### config.mk
export PLATFORM = sky130hd
export DESIGN_NAME = uart_tx
export DESIGN_NICKNAME = d
export VERILOG_FILES = /design/src/rtl/uart_pkg.sv /design/src/rtl/uart_baud_tick.sv /design/src/rtl/uart_tx.sv
export SDC_FILE = /design/constraint.sdc
export NUM_CORES = 1
export LEC_CHECK = 0
export ABC_AREA = 0
export BUFFER_PORTS_ARGS = -buffer_cell sky130_fd_sc_hd__buf_2
export CAP_MARGIN = 20
export CORE_MARGIN = 3
export CORE_UTILIZATION = 45
export CTS_BUF_LIST = sky130_fd_sc_hd__clkbuf_8 sky130_fd_sc_hd__clkbuf_16
export DETAILED_ROUTE_END_ITERATION = 12
export PLACE_DENSITY = 0.6
export SETUP_SLACK_MARGIN = 0.1
export SLEW_MARGIN = 20
export SYNTH_ARGS = -nofsm -noshare
export SYNTH_HDL_FRONTEND = slang
export SYNTH_SLANG_ARGS = --single-unit
### constraint.sdc
create_clock -name clock_i -period 8.84 [get_ports clock_i]
set_input_delay 0.884 -clock clock_i [delete_from_list [all_inputs] [get_ports clock_i]]
set_output_delay 0.884 -clock clock_i [all_outputs]
set_load 0.02 [all_outputs]
### src/rtl/uart_pkg.sv
// Shared UART types and helpers for the transmitter and its matching receiver.
// Parity rule and default divider width live here so both sides agree.
package uart_pkg;

   localparam int UART_DATA_BITS        = 8;
   localparam int DEFAULT_DIVIDER_WIDTH = 16;

   typedef enum logic [2:0] {
      IDLE   = 3'd0,
      START  = 3'd1,
      DATA   = 3'd2,
      PARITY = 3'd3,
      STOP   = 3'd4
   } tx_state_e;

   // Even: bit makes the total count of ones even; odd: makes it odd.
   function automatic logic parity_bit(input logic [UART_DATA_BITS-1:0] data,
                                       input logic even);
      logic p;
      if (even) begin
         p = ^data;
      end else begin
         p = ~^data;
      end
      return p;
   endfunction

endpackage

### src/rtl/uart_baud_tick.sv
// Bit-period counter: counts 0..divider-1 and flags the last clock of each bit.
// A divider of 0 behaves as 1; restart forces the count back to 0.
module uart_baud_tick
   import uart_pkg::*;
#(
   parameter int DIVIDER_WIDTH = DEFAULT_DIVIDER_WIDTH
) (
   input  logic                     clock_i,
   input  logic                     reset_i,
   input  logic                     restart_i,
   input  logic [DIVIDER_WIDTH-1:0] divider_i,
   output logic                     tick_o
);

   logic [DIVIDER_WIDTH-1:0] count_q;
   logic [DIVIDER_WIDTH-1:0] count_d;
   logic [DIVIDER_WIDTH-1:0] last_s;

   always_comb begin
      if (divider_i == '0) begin
         last_s = '0;
      end else begin
         last_s = divider_i - DIVIDER_WIDTH'(1);
      end
      tick_o = (count_q == last_s);
      if (restart_i) begin
         count_d = '0;
      end else if (tick_o) begin
         count_d = '0;
      end else begin
         count_d = count_q + DIVIDER_WIDTH'(1);
      end
   end

   always_ff @(posedge clock_i) begin
      if (reset_i) begin
         count_q <= '0;
      end else begin
         count_q <= count_d;
      end
   end

endmodule

### src/rtl/uart_tx.sv
// 8N1 / 8-parity-1 serial transmitter with a one-shot send handshake.
// A frame is accepted only when idle and send_i has been seen low since the last accept.
module uart_tx
   import uart_pkg::*;
#(
   parameter int DIVIDER_WIDTH = DEFAULT_DIVIDER_WIDTH
) (
   input  logic                      clock_i,
   input  logic                      reset_i,
   input  logic                      send_i,
   input  logic [UART_DATA_BITS-1:0] data_i,
   input  logic                      parity_bit_i,
   input  logic                      parity_even_i,
   input  logic [DIVIDER_WIDTH-1:0]  clock_divider_i,
   output logic                      serial_o,
   output logic                      ready_o
);

   tx_state_e                 state_q;
   logic [UART_DATA_BITS-1:0] shift_q;
   logic [2:0]                bit_idx_q;
   logic                      parity_en_q;
   logic                      parity_val_q;
   logic [DIVIDER_WIDTH-1:0]  divider_q;
   logic                      armed_q;
   logic                      serial_q;
   logic                      ready_q;
   logic                      accept_s;
   logic                      tick_s;

   assign accept_s = (state_q == IDLE) && armed_q && send_i;
   assign serial_o = serial_q;
   assign ready_o  = ready_q;

   uart_baud_tick #(
      .DIVIDER_WIDTH(DIVIDER_WIDTH)
   ) u_baud (
      .clock_i   (clock_i),
      .reset_i   (reset_i),
      .restart_i (accept_s),
      .divider_i (divider_q),
      .tick_o    (tick_s)
   );

   always_ff @(posedge clock_i) begin
      if (reset_i) begin
         state_q      <= IDLE;
         shift_q      <= '0;
         bit_idx_q    <= 3'd0;
         parity_en_q  <= 1'b0;
         parity_val_q <= 1'b0;
         divider_q    <= DIVIDER_WIDTH'(1);
         armed_q      <= 1'b1;
         serial_q     <= 1'b1;
         ready_q      <= 1'b1;
      end else begin
         // Re-arm on any low sample; accept only happens with send_i high.
         if (!send_i) begin
            armed_q <= 1'b1;
         end else if (accept_s) begin
            armed_q <= 1'b0;
         end
         case (state_q)
            IDLE: begin
               serial_q <= 1'b1;
               ready_q  <= 1'b1;
               if (accept_s) begin
                  shift_q      <= data_i;
                  parity_en_q  <= parity_bit_i;
                  parity_val_q <= parity_bit(data_i, parity_even_i);
                  divider_q    <= (clock_divider_i == '0) ? DIVIDER_WIDTH'(1) : clock_divider_i;
                  bit_idx_q    <= 3'd0;
                  state_q      <= START;
                  serial_q     <= 1'b0;
                  ready_q      <= 1'b0;
               end
            end
            START: begin
               if (tick_s) begin
                  state_q   <= DATA;
                  bit_idx_q <= 3'd0;
                  serial_q  <= shift_q[0];
               end
            end
            DATA: begin
               if (tick_s) begin
                  if (bit_idx_q == 3'd7) begin
                     if (parity_en_q) begin
                        state_q  <= PARITY;
                        serial_q <= parity_val_q;
                     end else begin
                        state_q  <= STOP;
                        serial_q <= 1'b1;
                     end
                  end else begin
                     shift_q   <= shift_q >> 1;
                     serial_q  <= shift_q[1];
                  end
                  bit_idx_q <= bit_idx_q + 3'd1;
               end
            end
            PARITY: begin
               if (tick_s) begin
                  state_q  <= STOP;
                  serial_q <= 1'b1;
               end
            end
            STOP: begin
               if (tick_s) begin
                  state_q  <= IDLE;
                  serial_q <= 1'b1;
                  ready_q  <= 1'b1;
               end
            end
            default: begin
               state_q  <= IDLE;
               serial_q <= 1'b1;
               ready_q  <= 1'b1;
            end
         endcase
      end
   end

endmodule

==> flow_summary.ini <==
[die]
start_util = 0.4709
coreArea_um2 = 6869
rows = 30
dieArea_um2 = 8241
io_pins = 31
die_w_um = 90.78
die_height_um = 90.78

[global_route]
grt_pass1_wl_mm = 13.39
overflow = 0
antenna_found_initial = 0
grt_max_degree = 25
grt_pass1_vias = 2634
grt_usage = 0.1998

[clock_network]
ctsHoldBuffers = 0
post_cts_resized = 0
cts_buffers = 5
cts_setup_buffers = 0
root_buffer = clkbuf_8
cts_tree = built
clockBufferDepth = 2
path_clk_slew_ns = 0.09
clk_latency_ns = 0.30
cts.sinks = 51
cts_max_level = 2

[logic_synthesis]
ys_seq_elements = 51
avgSynthCellArea_um2 = 8.489
yosys_warnings = 0
async_reset_ff_frac = 0
synth_area_um2 = 3234
synth_edf_count = 0
syn_inst = 381
yosysSeqAreaShare = 0.3157
synth_fp_nets = 414
ys.flop_type = dfxtp_1
synthDistinctLibCells = 64

[sta]
rsz0062_at_grt = false
clock-skew-final_ns = 0.007997
hold_viol_final = 0
timing.setup.tns_ns = 0
slew_headroom = 0.2877
post-route-min-period_ns = 3.608
worstMarginPinSlew_ns = 1.064
period_share = 0.4081
max_freq_mhz = 277.2
fin_ws_ns = 5.232
setup_viol = 0
slew_viol_final = 0

[layout]
n_antenna_cell = 0
nNetsFinal = 427
area_delta_synth_final_pct = 7.853
drive_above_1_share = 0.1320
fin_area_um2 = 3488
utilization = 0.5078
final_cell_count_no_fill = 490

[pwr]
cellLeakagePower_nw = 1.235
comb_power_share = 0.377
p_per_area_nw_per_um2 = 210.3
switchingPower_mw = 0.2774
swShare = 0.3783
clkPwrFrac = 0.209
p_int_mw = 0.4560
irDropWorstVdd_uv = 128.9
p_seq_frac = 0.414

[critical_path]
cp.arrival_ns = 3.78
crit_type = register to register
crit_path_max_fanout = 16
cp-end-kind = register
crit_path_start_kind = register
crit_required_ns = 9.01

[routing]
wl_per_cell_um = 16.43
final_antenna_net_count = 0
via_count = 2789
drc = 0
drt_iter0_drc = 210
viasPerCell = 5.692
wl_mm = 8.049
dr.pass1.iters = 4

[job]
cap_violations = 0

[place]
dpl.hpwl_mm = 6.185
place_congestion = 0.8427
place_ws_ns = 5.278
portBuffers = 30
dpl_cell_area_um2 = 3386
dp_cells = 483

[outcome]
status = finished clean

[worst_hold_path]
worstHoldPathType = register to register
## cells in the final DEF, fill, tap and decap left out, types with 8 or more instances in the layout
cell type / netlist / final
a21oi_1: 22 / 22
buf_2: 2 / 30
dfxtp_1: 51 / 51
inv_1: 16 / 17
mux2i_1: 8 / 8
nand2_1: 28 / 28
nand3_1: 16 / 16
nand4_1: 11 / 11
nor2_1: 33 / 33
nor3_1: 8 / 8
o21ai_0: 11 / 11
or3_1: 8 / 8
xnor2_1: 22 / 22
xor2_1: 15 / 15
## worst max-delay path, cell delays in order (launching register included)
cell and delay (ns):
dfxtp_1 0.37, inv_1 0.10, ha_1 0.27, nor2b_1 0.35, nand3_2 0.19, nor4_2 0.43, a21oi_1 0.11, a2111oi_2 0.46
nand4b_4 0.23, nor3_4 0.31, nand2b_1 0.55, nor2_1 0.11
## synthesized netlist by cell type, drive strengths merged, types with 8 or more instances
cell,n,area share
o21ai,12,0.022
xnor2,22,0.060
nand4,11,0.021
nor4,13,0.042
or3,8,0.015
dfxtp,51,0.32
nand3,17,0.028
buf,8,0.019
mux2i,8,0.025
nor2,33,0.038
nor3,11,0.024
nand2,28,0.032
a21oi,22,0.034
xor2,15,0.041
clkbuf,17,0.020
inv,16,0.019
## power by group through the flow
stage          registers [mW]  logic (mW)  clock network (mW)
3_3_place_gp            0.308       0.273                   0
6_report                0.304       0.276               0.154
2_1_floorplan           0.285       0.243                   0
3_5_place_dp            0.308       0.274                   0
4_1_cts                 0.303       0.275               0.159
5_1_grt                 0.310       0.304               0.167
## cell type report
type,instances,area (um2)
Timing Repair Buffer,31,157.7
Multi-Input combinational cell,289,2027
Fill cell,703,3381
Sequential cell,51,1021
Tap cell,96,120.1
Inverter,16,60.06
Clock inverter,2,33.78
Clock buffer,5,68.82
## per-stage QoR
stage	hold slack (ns)	power (mW)
after floorplan	0.4459	0.5289
after global placement	0.4564	0.5816
after detailed placement	0.4655	0.5818
after CTS	0.4885	0.7370
after global routing	0.5140	0.7813
final	0.4828	0.7335
## path summary, 6_finish.rpt
check	from	end	slack, ns	cells after the start
max	divider_q[0]	u_baud.count_q[8]	5.23	11
min	bit_idx_q[1]	bit_idx_q[1]	0.48	1
max reg2reg	divider_q[0]	u_baud.count_q[8]	5.23	11
min reg2reg	bit_idx_q[1]	bit_idx_q[1]	0.48	1
## state kept, by name, summed over array words and instances (netlist names)
| register | flops |
|---|---|
| shift_q | 8 |
| bit_idx_q | 3 |
| armed_q | 1 |
| parity_val_q | 1 |
| serial_o | 1 |
| u_baud.count_q | 16 |
| ready_o | 1 |
| state_q | 3 |
| parity_en_q | 1 |
| divider_q | 16 |
## per-layer routing
metal	wire length, um	share of wire	up-vias	track usage
met5	0	0	-	0
met4	93	0.012	0	0.05402
met3	504	0.063	7	0.03750
met2	3576	0.44	60	0.3033
met1	3875	0.48	1292	0.2892
li1	-	-	1430	-
## logic make-up after synthesis
family / Yosys count / synth area share
and+or+nand+nor: 154 / 0.2839
adders and majority gates: 4 / 0.01547
AOI/OAI and AO/OA: 84 / 0.1884
xor gates and xnor gates: 39 / 0.1141
muxes: 8 / 0.02476
DFF: 51 / 0.3157
buffers and inverters: 41 / 0.05764
Note: power is estimated with default switching activity, not from simulation.
